File: config.mk
export PLATFORM = sky130hd
export DESIGN_NAME = riscv_mc_controller_flat
export DESIGN_NICKNAME = d
export VERILOG_FILES = /design/src/rtl/riscv_pkg.sv /design/src/rtl/riscv_mc_controller_if.sv /design/src/rtl/alu_decoder.sv /design/src/rtl/riscv_mc_controller.sv /design/src/flat_wrapper.sv
export SDC_FILE = /design/constraint.sdc
export NUM_CORES = 1
export LEC_CHECK = 0
export CORE_MARGIN = 10
export CORE_UTILIZATION = 42
export DETAILED_ROUTE_END_ITERATION = 16
export PLACE_DENSITY = 0.94
export SLEW_MARGIN = 0
export SYNTH_ARGS = -nofsm -noshare
export SYNTH_HDL_FRONTEND = slang
export SYNTH_SLANG_ARGS = --single-unit
File: constraint.sdc
create_clock -name clk -period 5.2 [get_ports clk]
set_clock_uncertainty 0.2 [all_clocks]
set_input_delay 0.52 -clock clk [delete_from_list [all_inputs] [get_ports clk]]
set_output_delay 0.52 -clock clk [all_outputs]
set_load 0.01 [all_outputs]
File: src/rtl/riscv_pkg.sv
// Shared encodings for the RV32I multi-cycle control unit: FSM states,
// ALUControl codes, opcodes, ALUOp codes and datapath mux selects.
package riscv_pkg;

  // Controller states, one instruction at a time.
  typedef enum logic [3:0] {
    S_FETCH,
    S_DECODE,
    S_MEMADR,
    S_MEMREAD,
    S_MEMWB,
    S_MEMWRITE,
    S_EXECR,
    S_EXECI,
    S_ALUWB,
    S_BRANCH,
    S_JAL
  } state_t;

  // ALUOp selects the broad class of ALU work; ALUOP_FUNCT defers to funct3/funct7.
  typedef enum logic [1:0] {
    ALUOP_ADD   = 2'b00,
    ALUOP_SUB   = 2'b01,
    ALUOP_FUNCT = 2'b10
  } alu_op_t;

  // ALUControl codes understood by the existing ALU.
  localparam logic [3:0] ALU_ADD  = 4'b0000;
  localparam logic [3:0] ALU_SUB  = 4'b0001;
  localparam logic [3:0] ALU_AND  = 4'b0010;
  localparam logic [3:0] ALU_OR   = 4'b0011;
  localparam logic [3:0] ALU_SLT  = 4'b0100;
  localparam logic [3:0] ALU_XOR  = 4'b0101;
  localparam logic [3:0] ALU_SLL  = 4'b0110;
  localparam logic [3:0] ALU_SRL  = 4'b0111;
  localparam logic [3:0] ALU_SRA  = 4'b1000;
  localparam logic [3:0] ALU_SLTU = 4'b1001;

  // Supported major opcodes (instr[6:0]).
  localparam logic [6:0] OP_LOAD   = 7'b0000011;
  localparam logic [6:0] OP_STORE  = 7'b0100011;
  localparam logic [6:0] OP_RTYPE  = 7'b0110011;
  localparam logic [6:0] OP_ITYPE  = 7'b0010011;
  localparam logic [6:0] OP_BRANCH = 7'b1100011;
  localparam logic [6:0] OP_JAL    = 7'b1101111;

  // ResultSrc selects.
  localparam logic [1:0] RES_ALUOUT    = 2'b00;
  localparam logic [1:0] RES_DATA      = 2'b01;
  localparam logic [1:0] RES_ALURESULT = 2'b10;

  // ALUSrcA selects.
  localparam logic [1:0] SRCA_PC    = 2'b00;
  localparam logic [1:0] SRCA_OLDPC = 2'b01;
  localparam logic [1:0] SRCA_REG   = 2'b10;

  // ALUSrcB selects.
  localparam logic [1:0] SRCB_REG  = 2'b00;
  localparam logic [1:0] SRCB_IMM  = 2'b01;
  localparam logic [1:0] SRCB_FOUR = 2'b10;

  // ImmSrc selects.
  localparam logic [1:0] IMM_I = 2'b00;
  localparam logic [1:0] IMM_S = 2'b01;
  localparam logic [1:0] IMM_B = 2'b10;
  localparam logic [1:0] IMM_J = 2'b11;

  // Per-state Moore control word; PCWrite is derived from pc_update/branch.
  typedef struct packed {
    logic    pc_update;
    logic    branch;
    logic    adr_src;
    logic    mem_write;
    logic    ir_write;
    logic    reg_write;
    logic    illegal;
    logic [1:0] result_src;
    logic [1:0] alu_src_a;
    logic [1:0] alu_src_b;
    alu_op_t alu_op;
  } ctrl_t;

  // Immediate format implied by the opcode; anything else is treated as I-type.
  function automatic logic [1:0] imm_src_of(input logic [6:0] op);
    case (op)
      OP_STORE:  return IMM_S;
      OP_BRANCH: return IMM_B;
      OP_JAL:    return IMM_J;
      default:   return IMM_I;
    endcase
  endfunction

endpackage

File: src/rtl/riscv_mc_controller_if.sv
// Control bundle between the multi-cycle controller and its datapath:
// instruction fields and ALU flag in, enables and mux selects out.
interface riscv_mc_controller_if;

  logic [6:0] op;
  logic [2:0] funct3;
  logic       funct7b5;
  logic       Zero;

  logic       PCWrite;
  logic       AdrSrc;
  logic       MemWrite;
  logic       IRWrite;
  logic       RegWrite;
  logic [1:0] ResultSrc;
  logic [1:0] ALUSrcA;
  logic [1:0] ALUSrcB;
  logic [3:0] ALUControl;
  logic [1:0] ImmSrc;
  logic       Illegal;

  // Controller side.
  modport master (
    input  op, funct3, funct7b5, Zero,
    output PCWrite, AdrSrc, MemWrite, IRWrite, RegWrite, ResultSrc,
           ALUSrcA, ALUSrcB, ALUControl, ImmSrc, Illegal
  );

  // Datapath side.
  modport slave (
    output op, funct3, funct7b5, Zero,
    input  PCWrite, AdrSrc, MemWrite, IRWrite, RegWrite, ResultSrc,
           ALUSrcA, ALUSrcB, ALUControl, ImmSrc, Illegal
  );

endinterface

File: src/rtl/alu_decoder.sv
// ALU decoder: maps ALUOp plus funct3/funct7b5/op[5] to the 4-bit ALUControl.
// Purely combinational so a later pipelined core can reuse it unchanged.
module alu_decoder
  import riscv_pkg::*;
(
  input  alu_op_t    alu_op,
  input  logic [2:0] funct3,
  input  logic       funct7b5,
  input  logic       op5,
  output logic [3:0] alu_control
);

  // Select the ALU operation from the op class and function fields.
  always_comb begin
    // NOTE: every output gets a value before the case so no path can infer a latch.
    alu_control = ALU_ADD;
    case (alu_op)
      ALUOP_ADD: alu_control = ALU_ADD;
      ALUOP_SUB: alu_control = ALU_SUB;
      ALUOP_FUNCT: begin
        case (funct3)
          // Only R-type (op[5]=1) uses funct7b5 for sub; addi must stay an add.
          3'b000: alu_control = (op5 && funct7b5) ? ALU_SUB : ALU_ADD;
          3'b001: alu_control = ALU_SLL;
          3'b010: alu_control = ALU_SLT;
          3'b011: alu_control = ALU_SLTU;
          3'b100: alu_control = ALU_XOR;
          3'b101: alu_control = funct7b5 ? ALU_SRA : ALU_SRL;
          3'b110: alu_control = ALU_OR;
          3'b111: alu_control = ALU_AND;
        endcase
      end
      default: alu_control = ALU_ADD;
    endcase
  end

endmodule

File: src/rtl/riscv_mc_controller.sv
// Multi-cycle RV32I control unit: Moore FSM sequencing the shared ALU,
// register file, memory port and PC; PCWrite is the one Mealy output.
module riscv_mc_controller
  import riscv_pkg::*;
(
  input  logic                    clk,
  input  logic                    reset,
  riscv_mc_controller_if.master   bus
);

  state_t     state;
  state_t     state_next;
  state_t     state_eff;
  ctrl_t      ctrl;
  logic [3:0] alu_control;

  // While reset is held the outputs look like FETCH regardless of the
  // register contents, so an aborted instruction cannot leak a write.
  assign state_eff = reset ? S_FETCH : state;

  // State register with synchronous reset.
  always_ff @(posedge clk) begin
    // NOTE: sequential state uses non-blocking assignment so every flop samples pre-edge values.
    if (reset) state <= S_FETCH;
    else       state <= state_next;
  end

  // Next-state and per-state control word.
  always_comb begin
    ctrl       = '0;
    state_next = state_eff;
    case (state_eff)
      S_FETCH: begin
        ctrl.adr_src    = 1'b0;
        ctrl.ir_write   = 1'b1;
        ctrl.alu_src_a  = SRCA_PC;
        ctrl.alu_src_b  = SRCB_FOUR;
        ctrl.alu_op     = ALUOP_ADD;
        ctrl.result_src = RES_ALURESULT;
        ctrl.pc_update  = 1'b1;
        state_next      = S_DECODE;
      end
      S_DECODE: begin
        // Precompute the branch/jump target into ALUOut while decoding.
        ctrl.alu_src_a = SRCA_OLDPC;
        ctrl.alu_src_b = SRCB_IMM;
        ctrl.alu_op    = ALUOP_ADD;
        case (bus.op)
          OP_LOAD, OP_STORE: state_next = S_MEMADR;
          OP_RTYPE:          state_next = S_EXECR;
          OP_ITYPE:          state_next = S_EXECI;
          OP_BRANCH:         state_next = S_BRANCH;
          OP_JAL:            state_next = S_JAL;
          default: begin
            ctrl.illegal = 1'b1;
            state_next   = S_FETCH;
          end
        endcase
      end
      S_MEMADR: begin
        ctrl.alu_src_a = SRCA_REG;
        ctrl.alu_src_b = SRCB_IMM;
        ctrl.alu_op    = ALUOP_ADD;
        // op[5] separates stores (0100011) from loads (0000011).
        state_next     = bus.op[5] ? S_MEMWRITE : S_MEMREAD;
      end
      S_MEMREAD: begin
        ctrl.result_src = RES_ALUOUT;
        ctrl.adr_src    = 1'b1;
        state_next      = S_MEMWB;
      end
      S_MEMWB: begin
        ctrl.result_src = RES_DATA;
        ctrl.reg_write  = 1'b1;
        state_next      = S_FETCH;
      end
      S_MEMWRITE: begin
        ctrl.result_src = RES_ALUOUT;
        ctrl.adr_src    = 1'b1;
        ctrl.mem_write  = 1'b1;
        state_next      = S_FETCH;
      end
      S_EXECR: begin
        ctrl.alu_src_a = SRCA_REG;
        ctrl.alu_src_b = SRCB_REG;
        ctrl.alu_op    = ALUOP_FUNCT;
        state_next     = S_ALUWB;
      end
      S_EXECI: begin
        ctrl.alu_src_a = SRCA_REG;
        ctrl.alu_src_b = SRCB_IMM;
        ctrl.alu_op    = ALUOP_FUNCT;
        state_next     = S_ALUWB;
      end
      S_ALUWB: begin
        ctrl.result_src = RES_ALUOUT;
        ctrl.reg_write  = 1'b1;
        state_next      = S_FETCH;
      end
      S_BRANCH: begin
        // Compare rs1-rs2 in the ALU; the target already sits in ALUOut.
        ctrl.alu_src_a  = SRCA_REG;
        ctrl.alu_src_b  = SRCB_REG;
        ctrl.alu_op     = ALUOP_SUB;
        ctrl.result_src = RES_ALUOUT;
        ctrl.branch     = 1'b1;
        state_next      = S_FETCH;
      end
      S_JAL: begin
        // PC takes the target from ALUOut while the ALU forms OldPC+4 for rd.
        ctrl.alu_src_a  = SRCA_OLDPC;
        ctrl.alu_src_b  = SRCB_FOUR;
        ctrl.alu_op     = ALUOP_ADD;
        ctrl.result_src = RES_ALUOUT;
        ctrl.pc_update  = 1'b1;
        state_next      = S_ALUWB;
      end
      default: begin
        state_next = S_FETCH;
      end
    endcase
  end

  alu_decoder u_alu_decoder (
    .alu_op      (ctrl.alu_op),
    .funct3      (bus.funct3),
    .funct7b5    (bus.funct7b5),
    .op5         (bus.op[5]),
    .alu_control (alu_control)
  );

  // funct3[0] distinguishes beq (take on Zero) from bne (take on !Zero).
  assign bus.PCWrite    = !reset && (ctrl.pc_update ||
                                     (ctrl.branch && (bus.Zero ^ bus.funct3[0])));
  assign bus.IRWrite    = !reset && ctrl.ir_write;
  assign bus.MemWrite   = !reset && ctrl.mem_write;
  assign bus.RegWrite   = !reset && ctrl.reg_write;
  assign bus.Illegal    = !reset && ctrl.illegal;
  assign bus.AdrSrc     = ctrl.adr_src;
  assign bus.ResultSrc  = ctrl.result_src;
  assign bus.ALUSrcA    = ctrl.alu_src_a;
  assign bus.ALUSrcB    = ctrl.alu_src_b;
  assign bus.ALUControl = alu_control;
  assign bus.ImmSrc     = imm_src_of(bus.op);

endmodule
File: src/flat_wrapper.sv
// flat-port wrapper written by rule: the top's interface ports become plain ports
module riscv_mc_controller_flat import riscv_pkg::*;
  (clk, reset, bus_op, bus_funct3, bus_funct7b5, bus_Zero, bus_PCWrite, bus_AdrSrc, bus_MemWrite, bus_IRWrite, bus_RegWrite, bus_ResultSrc, bus_ALUSrcA, bus_ALUSrcB, bus_ALUControl, bus_ImmSrc, bus_Illegal);
  riscv_mc_controller_if bus_i ();
  input  logic clk;
  input  logic reset;
  input wire logic [$bits(bus_i.op)-1:0] bus_op;
  input wire logic [$bits(bus_i.funct3)-1:0] bus_funct3;
  input wire logic [$bits(bus_i.funct7b5)-1:0] bus_funct7b5;
  input wire logic [$bits(bus_i.Zero)-1:0] bus_Zero;
  output wire logic [$bits(bus_i.PCWrite)-1:0] bus_PCWrite;
  output wire logic [$bits(bus_i.AdrSrc)-1:0] bus_AdrSrc;
  output wire logic [$bits(bus_i.MemWrite)-1:0] bus_MemWrite;
  output wire logic [$bits(bus_i.IRWrite)-1:0] bus_IRWrite;
  output wire logic [$bits(bus_i.RegWrite)-1:0] bus_RegWrite;
  output wire logic [$bits(bus_i.ResultSrc)-1:0] bus_ResultSrc;
  output wire logic [$bits(bus_i.ALUSrcA)-1:0] bus_ALUSrcA;
  output wire logic [$bits(bus_i.ALUSrcB)-1:0] bus_ALUSrcB;
  output wire logic [$bits(bus_i.ALUControl)-1:0] bus_ALUControl;
  output wire logic [$bits(bus_i.ImmSrc)-1:0] bus_ImmSrc;
  output wire logic [$bits(bus_i.Illegal)-1:0] bus_Illegal;
  assign bus_i.op = bus_op;
  assign bus_i.funct3 = bus_funct3;
  assign bus_i.funct7b5 = bus_funct7b5;
  assign bus_i.Zero = bus_Zero;
  assign bus_PCWrite = bus_i.PCWrite;
  assign bus_AdrSrc = bus_i.AdrSrc;
  assign bus_MemWrite = bus_i.MemWrite;
  assign bus_IRWrite = bus_i.IRWrite;
  assign bus_RegWrite = bus_i.RegWrite;
  assign bus_ResultSrc = bus_i.ResultSrc;
  assign bus_ALUSrcA = bus_i.ALUSrcA;
  assign bus_ALUSrcB = bus_i.ALUSrcB;
  assign bus_ALUControl = bus_i.ALUControl;
  assign bus_ImmSrc = bus_i.ImmSrc;
  assign bus_Illegal = bus_i.Illegal;
  riscv_mc_controller u_core (.clk(clk), .reset(reset), .bus(bus_i));
endmodule
==> results of run 1 <==
[report_power, final]
part / total, mW / switching [mW] / internal (mW)
clock network: 0.0379 / 0.0121 / 0.0258
logic: 0.0420 / 0.0183 / 0.0237
registers: 0.0342 / 0.00255 / 0.0316
[metrics by stage]
stage | utilization [%] | instances | setup WS (ns)
after floorplan | - | 89 | 2.24
after global placement | 69.0 | 129 | 1.16
after detailed placement | 69.0 | 129 | 1.08
after CTS | 70.6 | 132 | 1.09
after global routing | 70.6 | 132 | 0.899
final | 70.6 | 132 | 1.05
[worst max-delay path, delay by kind of cell]
kind                       cells  cell delay [ns]
buffers and inverters          2             1.24
AOI/OAI and AO/OA              1             0.40
and+or+nand+nor                3             0.94
adders and majority gates      1             0.33
[synth_stat cells, types with 3 or more instances]
cell type	count
xnor2_1	4
nand2b_1	9
clkbuf_1	4
inv_1	3
nor2_1	8
nor4_1	4
a21oi_1	5
nor3_1	7
dfxtp_1	4
o21ai_0	3
[metal layers]
layer  vias up  global-route usage, %
li1        391                      -
met1       356                   11.3
met2        20                   18.8
met3         2                   2.58
met4         0                   5.70
met5         -                      0
[final timing paths]
kind | end | cells past startpoint
worst max-delay path | bus_ALUControl[2] | 7
worst min register to register | u_core.state[0] | 1
worst min-delay path | u_core.state[0] | 1
worst max register to register | u_core.state[3] | 3
[logic make-up after synthesis]
logic type	count (synthesis)	share of synthesized area, %
and+or+nand+nor	47	44.7
adders and majority gates	2	4.01
AOI/OAI and AO/OA	20	23.2
DFF	4	12.8
buffers and inverters	10	6.01
xor gates and xnor gates	4	5.61
muxes	2	3.61
[layout make-up]
cell class	count	share of cell area, %
multi-input cells	75	53.1
flip-flops and latches	4	8.40
inverters	4	1.57
well taps	15	1.97
repair buffers	31	32.5
clock buffers	3	2.36
==> flow_metrics.env, run 1 <==
export IMPL_io_buffers=31
export IMPL_final_common_cell="clkdlybuf4s50_1"
export IMPL_grt_antenna_before_repair=0
export IMPL_postCtsHoldBufs=0
export IMPL_largest_register_ffs=4
export IMPL_synth_edf_count=0
export IMPL_regMostFlops="u_core.state"
export IMPL_rsz0062_at_grt="false"
export IMPL_cts_tree="done"
export IMPL_slew_headroom_pct=68.2
export IMPL_r2r_start="u_core.state[2]"
export IMPL_synth_distinct_cells=41
export IMPL_grt_ovfl_total=0
export IMPL_core_area_sq_um=1350
export IMPL_synthesis_nets=105
export IMPL_regArea_sq_um=80.1
export IMPL_grt_first_pass_wirelength_mm=3.08
export IMPL_cts_htree_levels=1
export IMPL_required_ns=4.48
export IMPL_hold_violations=0
export IMPL_top_layer_used="met4"
export IMPL_dr_first_iter_drc_count=7
export IMPL_start_kind="input port"
export IMPL_clock_latency_ns=0.23
export IMPL_hold_path_startpoint="u_core.state[3]"
export IMPL_worstPathMaxFanout=13
export IMPL_hold_ws_ns=0.525
export IMPL_dieArea_sq_um=3430
export IMPL_synth_flop_cell="dfxtp_1"
export IMPL_irDropWorstVdd_mv=0.0849
export IMPL_reg_top3="u_core.state: 4 flops"
export IMPL_wl_met1_um=792
export IMPL_clkTransAtPathRegs_ns=0.04
export IMPL_grt_max_degree=15
export IMPL_grt_pass1_vias=713
export IMPL_ios=32
export IMPL_final_cell_mix="clkdlybuf4s50_1 (31), nand2b_1 (9), nor2_1 (8)"
export IMPL_crit_arrival_ns=3.43
export IMPL_fin_setup_tns_ns=0
export IMPL_drv_cap=0
export IMPL_status="complete, no violations"
export IMPL_cts_made_buffers=3
export IMPL_r2r_slack_ns=3.48
export IMPL_die_height_um=58.6
export IMPL_ys_top_cells_by_area="dfxtp_1 (13%), nand2b_1 (9.0%), nor3_1 (5.6%), xnor2_1 (5.6%), nor2_1 (4.8%)"
export IMPL_syn_to_final_growth_pct=52.7
export IMPL_cts_num_sinks=4
export IMPL_met3_length_um=115
export IMPL_initial_core_util_pct=46.2
export IMPL_antenna_cells=0
export IMPL_multiInputGateArea_sq_um=507
export IMPL_ctsLongestPathBuffers=2
export IMPL_fillers=112
export IMPL_wirelength_mm=1.89
export IMPL_netlist_instances=89
export IMPL_p_leak_nw=0.324
export IMPL_placed_area_sq_um=931
export IMPL_slowest_stage="clkdlybuf4s50_1"
export IMPL_hp_class="reg -> reg"
export IMPL_fmax_mhz=241
export IMPL_std_cell_rows=13
export IMPL_worst_setup_path_type="in -> out"
export IMPL_wl_per_cell_um=14.3
export IMPL_layout_min_cycle_time_ns=4.15
export IMPL_slew_viol_final=0
export IMPL_syn_cell_area_sq_um=624
export IMPL_final_area_sq_um=953
export IMPL_die_w_um=58.6
export IMPL_place_congestion=0.780
export IMPL_cts_resized=0
export IMPL_yosys_area_top_type="dfxtp_1"
export IMPL_cp_startpoint="reset"
export IMPL_synth_top_area_share_pct=12.8
export IMPL_avgSynthCellArea_sq_um=7.02
export IMPL_p_per_area_nw_per_um2=120
export IMPL_ys_seq_area_share_pct=12.8
export IMPL_grt_use_total_pct=10.7
export IMPL_async_flop_share_pct=0
export IMPL_cts_setup_buffers=0
export IMPL_place_hpwl_mm=1.53
export IMPL_met2_length_um=967
export IMPL_cp_end_kind="primary output"
export IMPL_vias=769
export IMPL_drt_first_pass_iters=4
export IMPL_setup_viol=0
export IMPL_cp_cell_sequence="clkdlybuf4s50_1, nand2b_1, or3_1, ha_1, nand2b_1, a2111oi_0, clkdlybuf4s50_1"
export IMPL_postRouteAntennaNets=0
export IMPL_drive_gt1_share_pct=5.13
export IMPL_max_stage_delay_ns=0.62
export IMPL_worst_pin_slew_ns=0.476
export IMPL_min_period_over_period_pct=79.8
export IMPL_route_detailed_vias_per_inst=5.83
export IMPL_route_detailed_drc=0
export IMPL_nNetsFinal=135
export IMPL_total_power_mw=0.114
export IMPL_ctsRootBufferMaster="clkbuf_4"
export IMPL_yosys_warnings=0
export IMPL_synth_seq_cells=4
Note: power is estimated with default switching activity, not from simulation.
==> run 2: changes to the inputs <==
--- a/config.mk
+++ b/config.mk
@@ -6,9 +6,9 @@
 export NUM_CORES = 1
 export LEC_CHECK = 0
 export CORE_MARGIN = 10
-export CORE_UTILIZATION = 42
+export CORE_UTILIZATION = 39
 export DETAILED_ROUTE_END_ITERATION = 16
-export PLACE_DENSITY = 0.94
+export PLACE_DENSITY = 0.89
 export SLEW_MARGIN = 0
 export SYNTH_ARGS = -nofsm -noshare
 export SYNTH_HDL_FRONTEND = slang
==> constraint.sdc (replaced) <==
create_clock -name clk -period 4.1 [get_ports clk]
set_clock_uncertainty 0.2 [all_clocks]
set_input_delay 0.41 -clock clk [delete_from_list [all_inputs] [get_ports clk]]
set_output_delay 0.41 -clock clk [all_outputs]
set_load 0.01 [all_outputs]
==> flow_metrics.env, run 2 (synthesis gave the netlist of run 1 again) <==
export IMPL_route_detailed_vias_per_inst=5.50
export IMPL_final_util_pct=63.9
export IMPL_cts_made_buffers=3
export IMPL_cts_htree_levels=1
export IMPL_fin_setup_tns_ns=0
export IMPL_syn_to_final_growth_pct=54.1
export IMPL_r2r_end="u_core.state[3]"
export IMPL_cp_cell_sequence="clkdlybuf4s50_1, nand2b_1, or3_1, ha_1, nand2b_1, a2111oi_0, clkdlybuf4s50_1"
export IMPL_postCtsHoldBufs=0
export IMPL_min_period_over_period_pct=87.7
export IMPL_start_kind="input port"
export IMPL_hold_path_startpoint="u_core.state[3]"
export IMPL_dr_first_iter_drc_count=14
export IMPL_die_w_um=60.0
export IMPL_placed_area_sq_um=940
export IMPL_cp_end_kind="primary output"
export IMPL_cts_tree="done"
export IMPL_std_cell_rows=14
export IMPL_cts_resized=0
export IMPL_layout_min_cycle_time_ns=3.59
export IMPL_min_path_cells=1
export IMPL_die_height_um=60.0
export IMPL_reg_top3="u_core.state: 4 flops"
export IMPL_grt_antenna_before_repair=0
export IMPL_clock_latency_ns=0.23
export IMPL_route_detailed_drc=0
export IMPL_ctsLongestPathBuffers=2
export IMPL_grt_use_total_pct=10.5
export IMPL_final_cell_mix="clkdlybuf4s50_1 (31), nand2b_1 (9), nor2_1 (8)"
export IMPL_worst_setup_path_type="in -> out"
export IMPL_wl_per_cell_um=14.5
export IMPL_slew_headroom_pct=70.4
export IMPL_fmax_mhz=278
export IMPL_largest_register_ffs=4
export IMPL_drv_cap=0
export IMPL_place_congestion=0.775
export IMPL_cp_num_buf_inv=2
export IMPL_place_hpwl_mm=1.58
export IMPL_whs_endpoint="u_core.state[0]"
export IMPL_worstPathMaxFanout=6
export IMPL_path_depth=7
export IMPL_total_power_mw=0.145
export IMPL_rsz0062_at_grt="false"
export IMPL_final_area_sq_um=962
export IMPL_ios=32
export IMPL_irDropWorstVdd_mv=0.140
export IMPL_ff2ff_path_depth=3
export IMPL_grt_pass1_vias=673
export IMPL_hold_violations=0
export IMPL_postRouteAntennaNets=0
export IMPL_finalWorstSetupSlack_ns=0.505
export IMPL_io_buffers=31
export IMPL_path_delay_family="buffers and inverters"
export IMPL_wirelength_mm=1.94
export IMPL_drt_first_pass_iters=4
export IMPL_r2r_slack_ns=2.35
export IMPL_slowest_stage="clkdlybuf4s50_1"
export IMPL_slew_viol_final=0
export IMPL_dp_slack_ns=0.508
export IMPL_cts_setup_buffers=0
export IMPL_drive_gt1_share_pct=5.93
export IMPL_required_ns=3.49
export IMPL_fillers=138
export IMPL_max_stage_delay_ns=0.62
export IMPL_crit_arrival_ns=2.98
export IMPL_grt_ovfl_total=0
export IMPL_hp_class="reg -> reg"
export IMPL_setup_viol=0
export IMPL_grt_first_pass_wirelength_mm=3.06
export IMPL_cts_num_sinks=4
export IMPL_regMostFlops="u_core.state"
export IMPL_ctsRootBufferMaster="clkbuf_4"
export IMPL_core_area_sq_um=1510
export IMPL_antenna_cells=0
export IMPL_p_leak_nw=0.329
export IMPL_grt_max_degree=15
export IMPL_placed_cells=131
export IMPL_clkTransAtPathRegs_ns=0.04
export IMPL_vias=737
export IMPL_nNetsFinal=136
export IMPL_p_per_area_nw_per_um2=150
export IMPL_worst_pin_slew_ns=0.443
export IMPL_initial_core_util_pct=41.4
export IMPL_final_cell_count_no_fill=134
export IMPL_dieArea_sq_um=3600
export IMPL_r2r_start="u_core.state[2]"
export IMPL_hold_ws_ns=0.500
export IMPL_final_common_cell="clkdlybuf4s50_1"
export IMPL_status="complete, no violations"
-- run 2: changes by cell type in the layout (fill, tap and decap cells not counted) --
cell   change
buf_4      +1
-- run 2: worst max path at each step --
stage               startpoint                end  slack [ns]
2_1_floorplan            reset  bus_ALUControl[2]        1.36
3_3_place_gp             reset  bus_ALUControl[2]        0.57
3_5_place_dp             reset  bus_ALUControl[2]        0.51
4_1_cts        u_core.state[0]  bus_ALUControl[2]        0.51
5_1_grt        u_core.state[0]  bus_ALUControl[2]        0.24
6_report                 reset  bus_ALUControl[2]        0.51
-- run 2: routing by layer --
metal	wire length, um	track usage [%]	vias up
met4	0	4.81	0
met3	135	2.97	0
li1	-	-	392
met5	0	0	-
met1	761	11.1	327
met2	1040	18.5	18
-- run 2: area by class of cell --
cell class / instances / area [sq um] / share of cell area (%)
tap: 16 / 20.0 / 2.08
clock buffer: 3 / 22.5 / 2.34
multi-input combinational: 75 / 507 / 52.7
timing repair buffer: 32 / 318 / 33.0
inverter: 4 / 15.0 / 1.56
sequential: 4 / 80.1 / 8.32
-- run 2: power breakdown --
part / internal (mW) / switching (mW) / leakage [nW] / total (mW)
clock network: 0.0326 / 0.0147 / 0.0138 / 0.0474
registers: 0.0401 / 0.00324 / 0.0326 / 0.0433
logic: 0.0307 / 0.0234 / 0.282 / 0.0541
total: 0.103 / 0.0413 / 0.329 / 0.145
-- run 2: worst register-to-register path: stages, from the launching register on --
cell,delay (ns)
dfxtp_1,0.43
or3_1,0.46
or2_0,0.25
o32ai_1,0.29
==> run 3: changes to the inputs <==
--- a/config.mk
+++ b/config.mk
@@ -9,6 +9,7 @@
 export CORE_UTILIZATION = 39
 export DETAILED_ROUTE_END_ITERATION = 16
 export PLACE_DENSITY = 0.89
+export SKIP_CTS_REPAIR_TIMING = 1
 export SLEW_MARGIN = 0
 export SYNTH_ARGS = -nofsm -noshare
 export SYNTH_HDL_FRONTEND = slang
==> results of run 3 <==
The final DEF is identical to that of run 2; final timing and power are the same.
